### src/rtl/alu_arbiter.sv
// alu_arbiter: round-robin sharing of one 16-bit ALU by two requesters.
// Optional opcode legality check: define ALU_ARB_OPCODE_CHECK_EN.
module alu_arbiter #(
  parameter int DATA_W    = 16,
  parameter int OP_W      = 4,
  parameter int START_PRI = 0
) (
  input  logic              clk,
  input  logic              rst_n,
  input  logic              req0_valid,
  output logic              req0_ready,
  input  logic [OP_W-1:0]   req0_op,
  input  logic [DATA_W-1:0] req0_a,
  input  logic [DATA_W-1:0] req0_b,
  input  logic              req1_valid,
  output logic              req1_ready,
  input  logic [OP_W-1:0]   req1_op,
  input  logic [DATA_W-1:0] req1_a,
  input  logic [DATA_W-1:0] req1_b,
  output logic [DATA_W-1:0] alu_in1,
  output logic [DATA_W-1:0] alu_in2,
  output logic [OP_W-1:0]   alu_opcode,
  input  logic [DATA_W-1:0] alu_result,
  input  logic              alu_v,
  input  logic              alu_z,
  input  logic              alu_c,
  input  logic              alu_s,
  output logic              rsp_valid,
  input  logic              rsp_ready,
  output logic              rsp_id,
  output logic [DATA_W-1:0] rsp_result,
  output logic [3:0]        rsp_flags,
  output logic              rsp_err
);

  typedef enum logic [1:0] {
    IDLE,
    ISSUE,
    RESP
  } state_t;

  state_t state;

  logic              pri;
  logic              gid;
  logic              err_q;
  logic              gnt0;
  logic              gnt1;
  logic              acc;
  logic [OP_W-1:0]   sel_op;
  logic [DATA_W-1:0] sel_a;
  logic [DATA_W-1:0] sel_b;
  logic              legal;

  // Grant: only in IDLE, only to a valid requester, priority breaks ties.
  always_comb begin
    gnt0 = rst_n && (state == IDLE) && req0_valid
           && (!req1_valid || !pri);
    gnt1 = rst_n && (state == IDLE) && req1_valid
           && (!req0_valid || pri);
    acc  = gnt0 || gnt1;
  end

  assign req0_ready = gnt0;
  assign req1_ready = gnt1;

  // Mux the winning request onto the ALU input path.
  always_comb begin
    sel_op = gnt1 ? req1_op : req0_op;
    sel_a  = gnt1 ? req1_a  : req0_a;
    sel_b  = gnt1 ? req1_b  : req0_b;
  end

`ifdef ALU_ARB_OPCODE_CHECK_EN
  // Legal opcodes: 0, 1, 8, 9, 10, 11.
  always_comb begin
    legal = (sel_op == OP_W'(0))  || (sel_op == OP_W'(1))
         || (sel_op == OP_W'(8))  || (sel_op == OP_W'(9))
         || (sel_op == OP_W'(10)) || (sel_op == OP_W'(11));
  end
`else
  assign legal = 1'b1;
`endif

  // Arbitration FSM: accept, issue for one cycle, hold the response.
  always_ff @(posedge clk or negedge rst_n) begin
    if (!rst_n) begin
      state      <= IDLE;
      pri        <= 1'(START_PRI);
      gid        <= 1'b0;
      err_q      <= 1'b0;
      alu_in1    <= '0;
      alu_in2    <= '0;
      alu_opcode <= '0;
      rsp_valid  <= 1'b0;
      rsp_id     <= 1'b0;
      rsp_result <= '0;
      rsp_flags  <= '0;
      rsp_err    <= 1'b0;
    end else begin
      unique case (state)
        IDLE: begin
          if (acc) begin
            gid   <= gnt1;
            err_q <= !legal;
            if (legal) begin
              alu_opcode <= sel_op;
              alu_in1    <= sel_a;
              alu_in2    <= sel_b;
            end
            state <= ISSUE;
          end
        end
        ISSUE: begin
          rsp_id  <= gid;
          rsp_err <= err_q;
          if (err_q) begin
            rsp_result <= '0;
            rsp_flags  <= '0;
          end else begin
            rsp_result <= alu_result;
            rsp_flags  <= {alu_s, alu_z, alu_c, alu_v};
          end
          rsp_valid <= 1'b1;
          state     <= RESP;
        end
        RESP: begin
          if (rsp_ready) begin
            rsp_valid <= 1'b0;
            pri       <= ~gid;
            state     <= IDLE;
          end
        end
        default: state <= IDLE;
      endcase
    end
  end

endmodule
### config.mk
export PLATFORM = sky130hd
export DESIGN_NAME = alu_arbiter
export DESIGN_NICKNAME = d
export VERILOG_FILES = /design/src/rtl/alu_arbiter.sv
export SDC_FILE = /design/constraint.sdc
export NUM_CORES = 1
export LEC_CHECK = 0
export ABC_AREA = 1
export ABC_CLOCK_PERIOD_IN_PS = 3390
export CAP_MARGIN = 20
export CORE_UTILIZATION = 30
export DETAILED_ROUTE_END_ITERATION = 8
export HOLD_SLACK_MARGIN = 0.15
export PLACE_DENSITY = 0.61
export SLEW_MARGIN = 15
export SYNTH_ARGS = -nofsm -noshare
export SYNTH_HDL_FRONTEND = slang
export SYNTH_SLANG_ARGS = --single-unit
### constraint.sdc
create_clock -name clk -period 3.39 [get_ports clk]
set_input_delay 0.8475 -clock clk [delete_from_list [all_inputs] [get_ports clk]]
set_output_delay 0.8475 -clock clk [all_outputs]
set_load 0.01 [all_outputs]
; ---- Yosys cells after proc, flatten, opt, wreduce, memory -nomap -nowiden
; Index checks and enable logic that the tools add are counted.
[classes]
n_eq_ne = 4
muxes = 8
bitwise_logic = 1
reduce_logical = 17
[op_table]
columns = operator, count
row1 = 16-bit 2-to-1 mux, 2
row2 = 2-bit AND reduction, 4
row3 = 2-bit one-hot mux with 3 select lines, 1
row4 = 1-bit logical AND, 5
row5 = 2-bit 2-to-1 mux, 2
row6 = 4-bit 2-to-1 mux, 1
row7 = "2-bit inequality test, second input constant", 2
row8 = 1-bit logical NOT, 3
row9 = 1-bit logical OR, 3
row10 = "2-bit by 1-bit equality test with 1-bit output, second input constant", 1
row11 = "2-bit equality test, second input constant", 1
row12 = 2-bit logical NOT, 1
row13 = 1-bit one-hot mux with 2 select lines, 1
row14 = 2-bit nonzero test, 1
row15 = 1-bit 2-to-1 mux, 1
row16 = 1-bit inverter, 1
[word_totals]
register_bits = 62
out_inout_bits = 61
elab_cells = 40

; ---- Logic depth before layout (Yosys ltp)
; Gate-level depths: netlist of run 1.
[depth]
ltp_word = 7
depth_mapped = 9
mapped_depth_nobuf = 8

; ---- Least setup slack after synthesis of run 1
; No wires, ideal clock.
[synth_timing]
kind = input port to output port
start = in req1_valid
end = out req1_ready
arrival_ps = 1589
path_slack_ps = 953
path_stages = 5
path_buffers = 2
cell_sequence = a21boi_4 nand2_1 buf_4 buf_2 inv_1
[synth_via]
elab_chain_len = 2
[synth_rtl]
columns = element, line_no
row1 = from (decl), 15  ; input logic req1_valid,
row2 = 1-bit logical AND, 59  ; gnt1 = rst_n && (state == IDLE) && req1_valid
row3 = 1-bit logical AND, 60  ; && (!req0_valid || pri);
row4 = to (decl), 16  ; output logic req1_ready,
; No other way between the ends.

; ---- Final worst setup path of run 1
[layout_timing]
start = in req0_valid
end = out req1_ready
[layout_via]
elab_chain_len = 3
[layout_rtl]
columns = element, line_no
row1 = from (decl), 10  ; input logic req0_valid,
row2 = 1-bit logical NOT, 60
row3 = 1-bit logical OR, 60
row4 = 1-bit logical AND, 60
; No other way between the ends.

==> results of run 1 <==
[cell usage in the layout (no fill, tap or decap), types with 2 or more instances in the layout]
cell type,netlist,layout
inv_1,40,40
nand3b_1,35,35
inv_2,2,2
clkdlybuf4s50_1,0,155
dfrtp_1,62,62
clkinv_2,0,2
nand2_1,86,85
mux2_2,20,20
clkinvlp_4,0,2
buf_4,6,7
clkbuf_8,0,9
nand3_1,74,74
o21ai_0,4,4
[cell families (layout without fill, tap and decap cells)]
logic type	Yosys count	count (layout)	share of synthesized area, %
AO/OA/AOI/OAI	6	6	1.40
buffers and inverters	67	220	10.1
flip-flops	62	62	49.8
multiplexers	20	20	7.23
other	1	1	0.120
AND/OR/NAND/NOR	197	197	31.4
[registers in the layout, indices dropped and copies added, names as in the netlist]
register and count:
alu_opcode 4, pri 1, rsp_result 16, alu_in1 16, gid 1, state 2, rsp_flags 4, rsp_valid 1
rsp_id 1, alu_in2 16
[worst paths after layout]
kind / cells after the start / slack, ns / to / startpoint
min in group asynchronous: 2 / 0.72 / alu_in2[3]$_DFFE_PN0P_ / rst_n
min reg2reg: 2 / 0.47 / rsp_valid$_DFFE_PN0P_ / rsp_valid$_DFFE_PN0P_
max: 5 / 0.29 / req1_ready / req0_valid
max in group asynchronous: 2 / 2.14 / alu_in1[5]$_DFFE_PN0P_ / rst_n
min: 2 / 0.47 / rsp_valid$_DFFE_PN0P_ / rsp_valid$_DFFE_PN0P_
max reg2reg: 8 / 1.71 / alu_in1[7]$_DFFE_PN0P_ / state[1]$_DFFE_PN0P_
[tightest hold or removal path: cells and delay by family, from the launching register on]
family           cells  cell delay (ns)
flip-flops           1             0.34
AND/OR/NAND/NOR      2             0.10
[layer usage]
layer | part of all wire [%] | track usage [%]
met5 | 0 | 0
met2 | 45 | 28.0
met4 | 1.2 | 5.41
met3 | 9.8 | 7.08
met1 | 44 | 20.8
[synthesized netlist by cell type]
| cell type | instances |
|---|---|
| nand2_1 | 86 |
| nand3b_1 | 35 |
| buf_6 | 3 |
| conb_1 | 1 |
| a21boi_4 | 1 |
| clkbuf_1 | 1 |
| o21ai_0 | 4 |
| nor2_1 | 1 |
| inv_2 | 2 |
| dfrtp_1 | 62 |
| mux2_2 | 20 |
| buf_2 | 15 |
| inv_1 | 40 |
| nand3_1 | 74 |
| a21oi_1 | 1 |
| nand3_4 | 1 |
| buf_4 | 6 |
[cell type report]
class	count	area [µm²]	area share, %
Inverter	42	158	3.19
Multi-Input combinational cell	224	1270	25.7
Clock inverter	6	63.8	1.29
Timing Repair Buffer	163	1610	32.5
Sequential cell	62	1550	31.4
Tap cell	133	166	3.37
Clock buffer	9	124	2.51
[per-stage QoR]
stage,hold WS [ns],utilization (%),instance area [µm²]
CTS,0.480,49.9,4940
floorplan,0.436,-,3120
detailed placement,0.462,48.0,4760
finish,0.474,49.9,4940
global placement,0.455,48.0,4760
global route,0.500,49.9,4940
[power by group through the flow]
stage               clock, mW  combinational, mW  sequential [mW]
floorplan                   0              0.626             1.43
global placement            0               1.72             1.27
detailed placement          0               1.73             1.28
CTS                     0.659               1.74             1.28
global route            0.688               1.87             1.32
finish                  0.632               1.71             1.27
==> flow_metrics.tcl, run 1 <==
set metrics [dict create \
    outcome "completed" \
    row_count 36 \
    antenna_cells 0 \
    p_seq_share_pct 35.2 \
    stdcell_count 639 \
    critPathSlowestCell "clkdlybuf4s50_1" \
    p_comb_share_pct 47.3 \
    dp.final_hpwl_mm 5.89 \
    design.final.nets 599 \
    cts.sinks 62 \
    grt_max_degree 74 \
    antenna_found_initial 0 \
    cts-root-buf "clkbuf_8" \
    required_ns 2.54 \
    worstPathCellList "clkdlybuf4s50_1, a21boi_4, nand2_2, inv_1, clkdlybuf4s50_1" \
    synth_area_um2 3120 \
    yosys_warnings 0 \
    cts_resized 0 \
    critical_path.startpoint_type "input pin" \
    cts_hold_buf 0 \
    yosys-top-cells-area "dfrtp_1 (50%), nand3_1 (12%), nand2_1 (10%), nand3b_1 (8.4%), mux2_2 (7.2%)" \
    drt_first_iter_violations 108 \
    setup_viol 0 \
    worstMarginPinSlew_ns 0.936 \
    dp_cells 624 \
    p_per_area_nw_per_um2 732 \
    place_congestion 0.747 \
    track_usage_pct 17.2 \
    core_um2 9910 \
    ys_ff_latch 62 \
    synth_cell_type_count 17 \
    ir_worst_vdd_uv 379 \
    overflow 0 \
    cts_setup_buffers 0 \
    fmax_mhz 322 \
    grt_first_pass_wirelength_mm 15.0 \
    rsz0062_at_grt "no" \
    swShare_pct 34.1 \
    layout-drive-gt1-share_pct 9.88 \
    period_needed_ns 3.10 \
    fin_ws_ns 0.289 \
    slowest_delay_ns 0.54 \
    die_width_um 104 \
    initial_core_util_pct 31.5 \
    path_clk_slew_ns 0.07 \
    clk_latency_ns 0.33 \
    p_total_mw 3.62 \
    numPortBuffers 156 \
    via_per_inst 4.58 \
    drv_cap 0 \
    first_pass_iters 4 \
    ant_nets 0 \
    cts_tree "done" \
    drcViolationCount 0 \
    drv_slew 0 \
    crit_buf_inv 3 \
    crit_top_cell "clkdlybuf4s50_1" \
    wl_mm 8.87 \
    netlist_instances 353 \
    hold_class "flip-flop to flip-flop" \
    finalCritPeriodShare_pct 91.5 \
    clkPwrFrac_pct 17.5 \
    hold_viol_final 0 \
    worstPathArrival_ns 2.25 \
    skew_ns 0.00947 \
    h-tree-depth 3 \
    yosys.area.top_type "dfrtp_1" \
    ios 158 \
    cts_buffers 9 \
    syn_to_final_growth_pct 58.6 \
    yosysSeqAreaShare_pct 49.8 \
    synth.avg_cell_area_um2 8.83 \
    drt-wirelength-per-cell_um 13.9 \
    max-clock-path-buffers 2 \
    num_vias 2926 \
    nFillCells 953 \
    critical_path_class "input pin to output pin" \
    final.setup.tns_ns 0 \
    die_area_um2 10800 \
    die_height_um 104 \
    p_switching_mw 1.23 \
    dp_slack_ns 0.282 \
    crit_family "buffers and inverters" \
    synth_top_cell_area_share_pct 49.8 \
    slew_headroom_pct 37.4 \
    setup.worst_path.end_class "output pin" \
    p_leak_nw 2.32 \
    syn-num-nets 450 \
    cp_max_fo 4 \
    p_int_mw 2.38 \
    grt_pass1_vias 3091 \
]
(Power assumes the default switching activity.)
==> run 2: changes to the inputs <==
Settings changed: PLACE_DENSITY 0.61 to 0.64.
==> run 2 against run 1 <==
  * Design area is 0.51% higher
  * Die area is the same
  * Flip-flop and latch count is the same
  * Clock power grew 6.5%
  * Setup slack got worse by 0.043 ns
  * Core utilization is 0.25 points higher
  * Wire length is 3.0% lower
  * Count of clock-buffer cells in the layout is 3 higher
  * Via count down 1.5%
  * Critical path depth is the same
  * Maximum frequency shrank 1.4%
  * Power is 1.3% higher
  * Critical endpoint unchanged
==> flow_metrics.tcl, run 2 (synthesis results as in run 1) <==
set metrics [dict create \
    first_pass_iters 6 \
    grt_first_pass_wirelength_mm 14.5 \
    cts_buffers 9 \
    clkPwrFrac_pct 18.4 \
    overflow 0 \
    reg.largest.list "alu_in1 (16), alu_in2 (16), rsp_result (16)" \
    swShare_pct 33.2 \
    drt-wirelength-per-cell_um 13.5 \
    cts_tree "done" \
    slew_headroom_pct 37.4 \
    cts-root-buf "clkbuf_8" \
    drcViolationCount 0 \
    reg2regPathDepth 8 \
    p_per_area_nw_per_um2 737 \
    setup.worst_path.end_class "output pin" \
    antenna_cells 0 \
    worstMarginPinSlew_ns 0.937 \
    p_int_mw 2.45 \
    max-clock-path-buffers 2 \
    finalCritPeriodShare_pct 92.8 \
    hold_viol_final 0 \
    skew_ns 0.00850 \
    ant_nets 0 \
    multi_input_area_um2 1270 \
    min_path_cells 1 \
    via_per_inst 4.52 \
    outcome "completed" \
    drv_slew 0 \
    highest_layer "met4" \
    design.final.nets 598 \
    wl_mm 8.60 \
    min_from "gid$_DFFE_PN0P_" \
    final.setup.tns_ns 0 \
    worstPathArrival_ns 2.30 \
    holdWs_ns 0.458 \
    wl_met3_um 795 \
    critical_path.startpoint_type "input pin" \
    drv_cap 0 \
    p_switching_mw 1.22 \
    cp_max_fo 4 \
    required_ns 2.54 \
    grt_max_degree 74 \
    rsz0062_at_grt "no" \
    layout_commonest_cell "clkdlybuf4s50_1" \
    final_cell_mix "clkdlybuf4s50_1 (155), nand2_1 (85), nand3_1 (74), dfrtp_1 (62), inv_1 (40)" \
    dp.final_hpwl_mm 5.83 \
    p_leak_nw 2.33 \
    layout-drive-gt1-share_pct 9.70 \
    num_vias 2882 \
    grt_pass1_vias 3097 \
    initial_core_util_pct 31.5 \
    core_um2 9910 \
    drt_first_iter_violations 135 \
    cts_setup_buffers 0 \
    nFillCells 963 \
    period_needed_ns 3.14 \
    p_comb_share_pct 47.0 \
    hold_class "flip-flop to flip-flop" \
    path_clk_slew_ns 0.07 \
    die_width_um 104 \
    r2r_start "state[1]$_DFFE_PN0P_" \
    row_count 36 \
    seq_area_um2 1550 \
    die_height_um 104 \
    cts_resized 0 \
    setup_viol 0 \
    place_congestion 0.777 \
    track_usage_pct 16.7 \
    h-tree-depth 3 \
    die_area_um2 10800 \
    ios 158 \
    worstSetupStartpoint "req0_valid" \
    cts.sinks 62 \
    wirelength_met1_mm 3.75 \
    p_seq_share_pct 34.6 \
    antenna_found_initial 0 \
    ir_worst_vdd_uv 427 \
    met2_wirelength_mm 3.98 \
    critical_path_class "input pin to output pin" \
    cts_hold_buf 0 \
    syn_to_final_growth_pct 59.4 \
    fmax_mhz 318 \
    numPortBuffers 156 \
    clk_latency_ns 0.33 \
]
run 2: cell type report:
cell class              count  share of cell area [%]
repair buffers            162                    32.5
inverters                  42                    3.17
clock inverters             3                   0.856
multi-input cells         224                    25.6
clock buffers              12                    3.32
well taps                 133                    3.35
flip-flops and latches     62                    31.2
run 2: stage by stage:
| step | util (%) | setup slack, ns | total power [mW] | instances | area, µm² |
|---|---|---|---|---|---|
| after global placement | 48.0 | 0.253 | 2.98 | 623 | 4760 |
| after CTS | 50.1 | 0.217 | 3.72 | 638 | 4970 |
| after floorplan | - | 0.953 | 2.06 | 353 | 3120 |
| after global routing | 50.1 | 0.204 | 3.92 | 638 | 4970 |
| after detailed placement | 48.0 | 0.218 | 3.02 | 623 | 4760 |
| final | 50.1 | 0.246 | 3.66 | 638 | 4970 |
run 2: path summary, 6_finish.rpt:
check                                            endpoint  slack [ns]
worst max-delay path                           req1_ready        0.25
worst min-delay path                      pri$_DFFE_PN0P_        0.46
min in group asynchronous          alu_in2[5]$_DFFE_PN0P_        0.69
max in group asynchronous          alu_in2[1]$_DFFE_PN0P_        2.15
worst min register to register            pri$_DFFE_PN0P_        0.46
worst max register to register  alu_opcode[0]$_DFFE_PN0P_        1.73
run 2: routing by layer:
layer	GRT usage, %	vias up
met5	0	-
met3	6.08	7
met4	5.20	0
li1	-	1429
met1	20.0	1324
met2	27.9	122
run 2: critical path: stages:
cell and delay (ns):
clkdlybuf4s50_1 0.54, a21boi_4 0.23, nand2_2 0.07, inv_1 0.05, clkdlybuf4s50_1 0.56
run 2: power groups by stage:
stage	registers [mW]	logic, mW	clock network [mW]
6_report	1.27	1.72	0.673
5_1_grt	1.32	1.88	0.724
4_1_cts	1.27	1.75	0.696
3_5_place_dp	1.28	1.74	0
3_3_place_gp	1.27	1.72	0
2_1_floorplan	1.43	0.626	0
==> run 3: changes to the inputs <==
Settings changed: ABC_AREA 1 to unset, SKIP_CTS_REPAIR_TIMING set to 1.
==> run 3 against run 2 <==
  * Hold slack improved by 0.031 ns
  * Global-route usage rose by 0.31 points
  * Highest routed layer unchanged
  * Synthesized area rose by 1.9%
  * Critical endpoint unchanged
  * Synthesized cell count fell by 9.9%
  * Clock power fell by 0.9%
==> flow_metrics.tcl, run 3 <==
set metrics [dict create \
    outcome "completed" \
    initial_core_util_pct 30.9 \
    p_leak_nw 2.04 \
    p_per_area_nw_per_um2 698 \
    ys_ff_latch 62 \
    fin_ws_ns 0.357 \
    critPathSlowestCell "clkdlybuf4s50_1" \
    critical_path.startpoint_type "input pin" \
    yosysSeqAreaShare_pct 48.8 \
    first_pass_iters 4 \
    via_per_inst 5.00 \
    crit_family "buffers and inverters" \
    path_clk_slew_ns 0.08 \
    dp.final_hpwl_mm 6.25 \
    hold_class "flip-flop to flip-flop" \
    final_cell_mix "clkdlybuf4s50_1 (154), dfrtp_1 (62), nand2_1 (38), inv_1 (37)" \
    synth_top_cell_area_share_pct 48.8 \
    cts_buffers 9 \
    syn_to_final_growth_pct 57.8 \
    synth_common_cells "dfrtp_1 (62), nand2_1 (38), inv_1 (37)" \
    period_needed_ns 3.03 \
    h-tree-depth 3 \
    dp_cells 585 \
    fmax_mhz 330 \
    track_usage_pct 17.0 \
    synth_cell_type_count 25 \
    place_congestion 0.707 \
    layout-drive-gt1-share_pct 6.87 \
    slowest_delay_ns 0.56 \
    syn-num-nets 415 \
    slew_headroom_pct 46.3 \
    hold_viol_final 0 \
    grt_pass1_vias 2989 \
    crit_top_cell "clkdlybuf4s50_1" \
    worstPathCellList "clkdlybuf4s50_1, nand2b_1, and3_1, clkdlybuf4s50_1" \
    overflow 0 \
    die_width_um 105 \
    numPortBuffers 156 \
    crit_buf_inv 2 \
    yosys.cell_count.top_type "dfrtp_1" \
    cts-root-buf "clkbuf_8" \
    yosys_warnings 0 \
    async_reset_ff_share_pct 100 \
    row_count 37 \
    drt-wirelength-per-cell_um 15.1 \
    design.final.nets 558 \
    synthFlopType "dfrtp_1" \
    finalCritPeriodShare_pct 89.5 \
    drcViolationCount 0 \
    layout_commonest_cell "clkdlybuf4s50_1" \
    die_area_um2 11000 \
    die_height_um 105 \
    worstPathArrival_ns 2.19 \
    grt_first_pass_wirelength_mm 14.9 \
    antenna_cells 0 \
    stdcell_count 602 \
    final.setup.tns_ns 0 \
    wl_mm 9.06 \
    drv_cap 0 \
    ios 158 \
    cts_tree "done" \
    antenna_found_initial 0 \
    cp_max_fo 4 \
    core_um2 10300 \
    reg.largest.list "alu_in1 (16), alu_in2 (16), rsp_result (16)" \
    max-clock-path-buffers 2 \
    yosys.area.top_type "dfrtp_1" \
    synth.avg_cell_area_um2 9.99 \
    synth_area_um2 3180 \
    skew_ns 0.00699 \
    cts.sinks 62 \
    dp_slack_ns 0.373 \
    required_ns 2.54 \
    worstMarginPinSlew_ns 0.806 \
    grt_max_degree 63 \
    ir_worst_vdd_uv 264 \
    setup_viol 0 \
    drv_slew 0 \
    ant_nets 0 \
    synth-edff-count 0 \
    num_vias 3013 \
    critical_path_class "input pin to output pin" \
    netlist_instances 318 \
    drt_first_iter_violations 146 \
    clk_latency_ns 0.35 \
    rsz0062_at_grt "no" \
    setup.worst_path.end_class "output pin" \
    yosys-top-cells-area "dfrtp_1 (49%), o22a_1 (9.9%), o211ai_1 (8.5%), mux2_1 (7.4%), a31oi_1 (7.1%)" \
]
-- run 3: cell count changes after synthesis, moves of 20 or more --
cell,previous run,this run
nand3_1,74,0
o22a_1,0,36
mux2_2,20,0
o211ai_1,0,36
nand2_1,86,38
nand3b_1,35,1
a31oi_1,0,36
mux2_1,0,21
-- run 3: report_power, final --
group | internal, mW | switching [mW] | total (mW) | leakage (nW)
clock | 0.360 | 0.308 | 0.667 | 0.0955
combinational | 0.935 | 0.640 | 1.58 | 1.25
sequential | 1.07 | 0.188 | 1.26 | 0.696
total | 2.36 | 1.14 | 3.50 | 2.04
-- run 3: worst reg2reg max path, stage by stage (launching register included) --
cell,delay [ns]
dfrtp_1,0.45
nor3b_4,0.26
buf_4,0.42
and2_4,0.53
o22a_1,0.23
-- run 3: final cells by class --
type / instances / area, µm²
fillers: 997 / 5270
repair buffers: 167 / 1640
flip-flops and latches: 62 / 1550
multi-input cells: 184 / 1310
well taps: 136 / 170
clock buffers: 11 / 141
inverters: 37 / 139
clock inverters: 5 / 58.8
-- run 3: cells by family (layout without fill, tap and decap cells) --
group	after synthesis	count (layout)	synth area share, %
mux	21	21	7.44
simple gates	49	49	6.93
other cells	1	1	0.118
buf+inv	72	220	10.3
compound gates	113	113	26.4
flops	62	62	48.8
-- run 3: final timing paths --
kind,cells after the start,slack [ns],end,from
max,4,0.36,req1_ready,req0_valid
min,1,0.49,rsp_result[12]$_DFFE_PN0P_,rsp_result[12]$_DFFE_PN0P_
max reg2reg,4,1.44,alu_opcode[0]$_DFFE_PN0P_,state[1]$_DFFE_PN0P_
min reg2reg,1,0.49,rsp_result[12]$_DFFE_PN0P_,rsp_result[12]$_DFFE_PN0P_
max in group asynchronous,2,2.13,alu_in1[3]$_DFFE_PN0P_,rst_n
min in group asynchronous,2,0.71,rsp_valid$_DFFE_PN0P_,rst_n
-- run 3: per-stage QoR --
step	util [%]	hold WS [ns]	total power, mW	area (µm²)
floorplan	-	0.442	1.96	3180
detailed placement	46.7	0.476	2.86	4800
finish	48.8	0.488	3.50	5010
global route	48.8	0.516	3.71	5010
global placement	46.7	0.469	2.83	4800
CTS	48.6	0.492	3.54	5000
-- run 3: layer usage --
layer  wire, µm  GRT usage (%)  up-vias
li1           -              -     1422
met1       4100           22.7     1454
met3        635           4.93       12
met5          0              0        -
met2       4200           26.5      125
met4        128           5.23        0
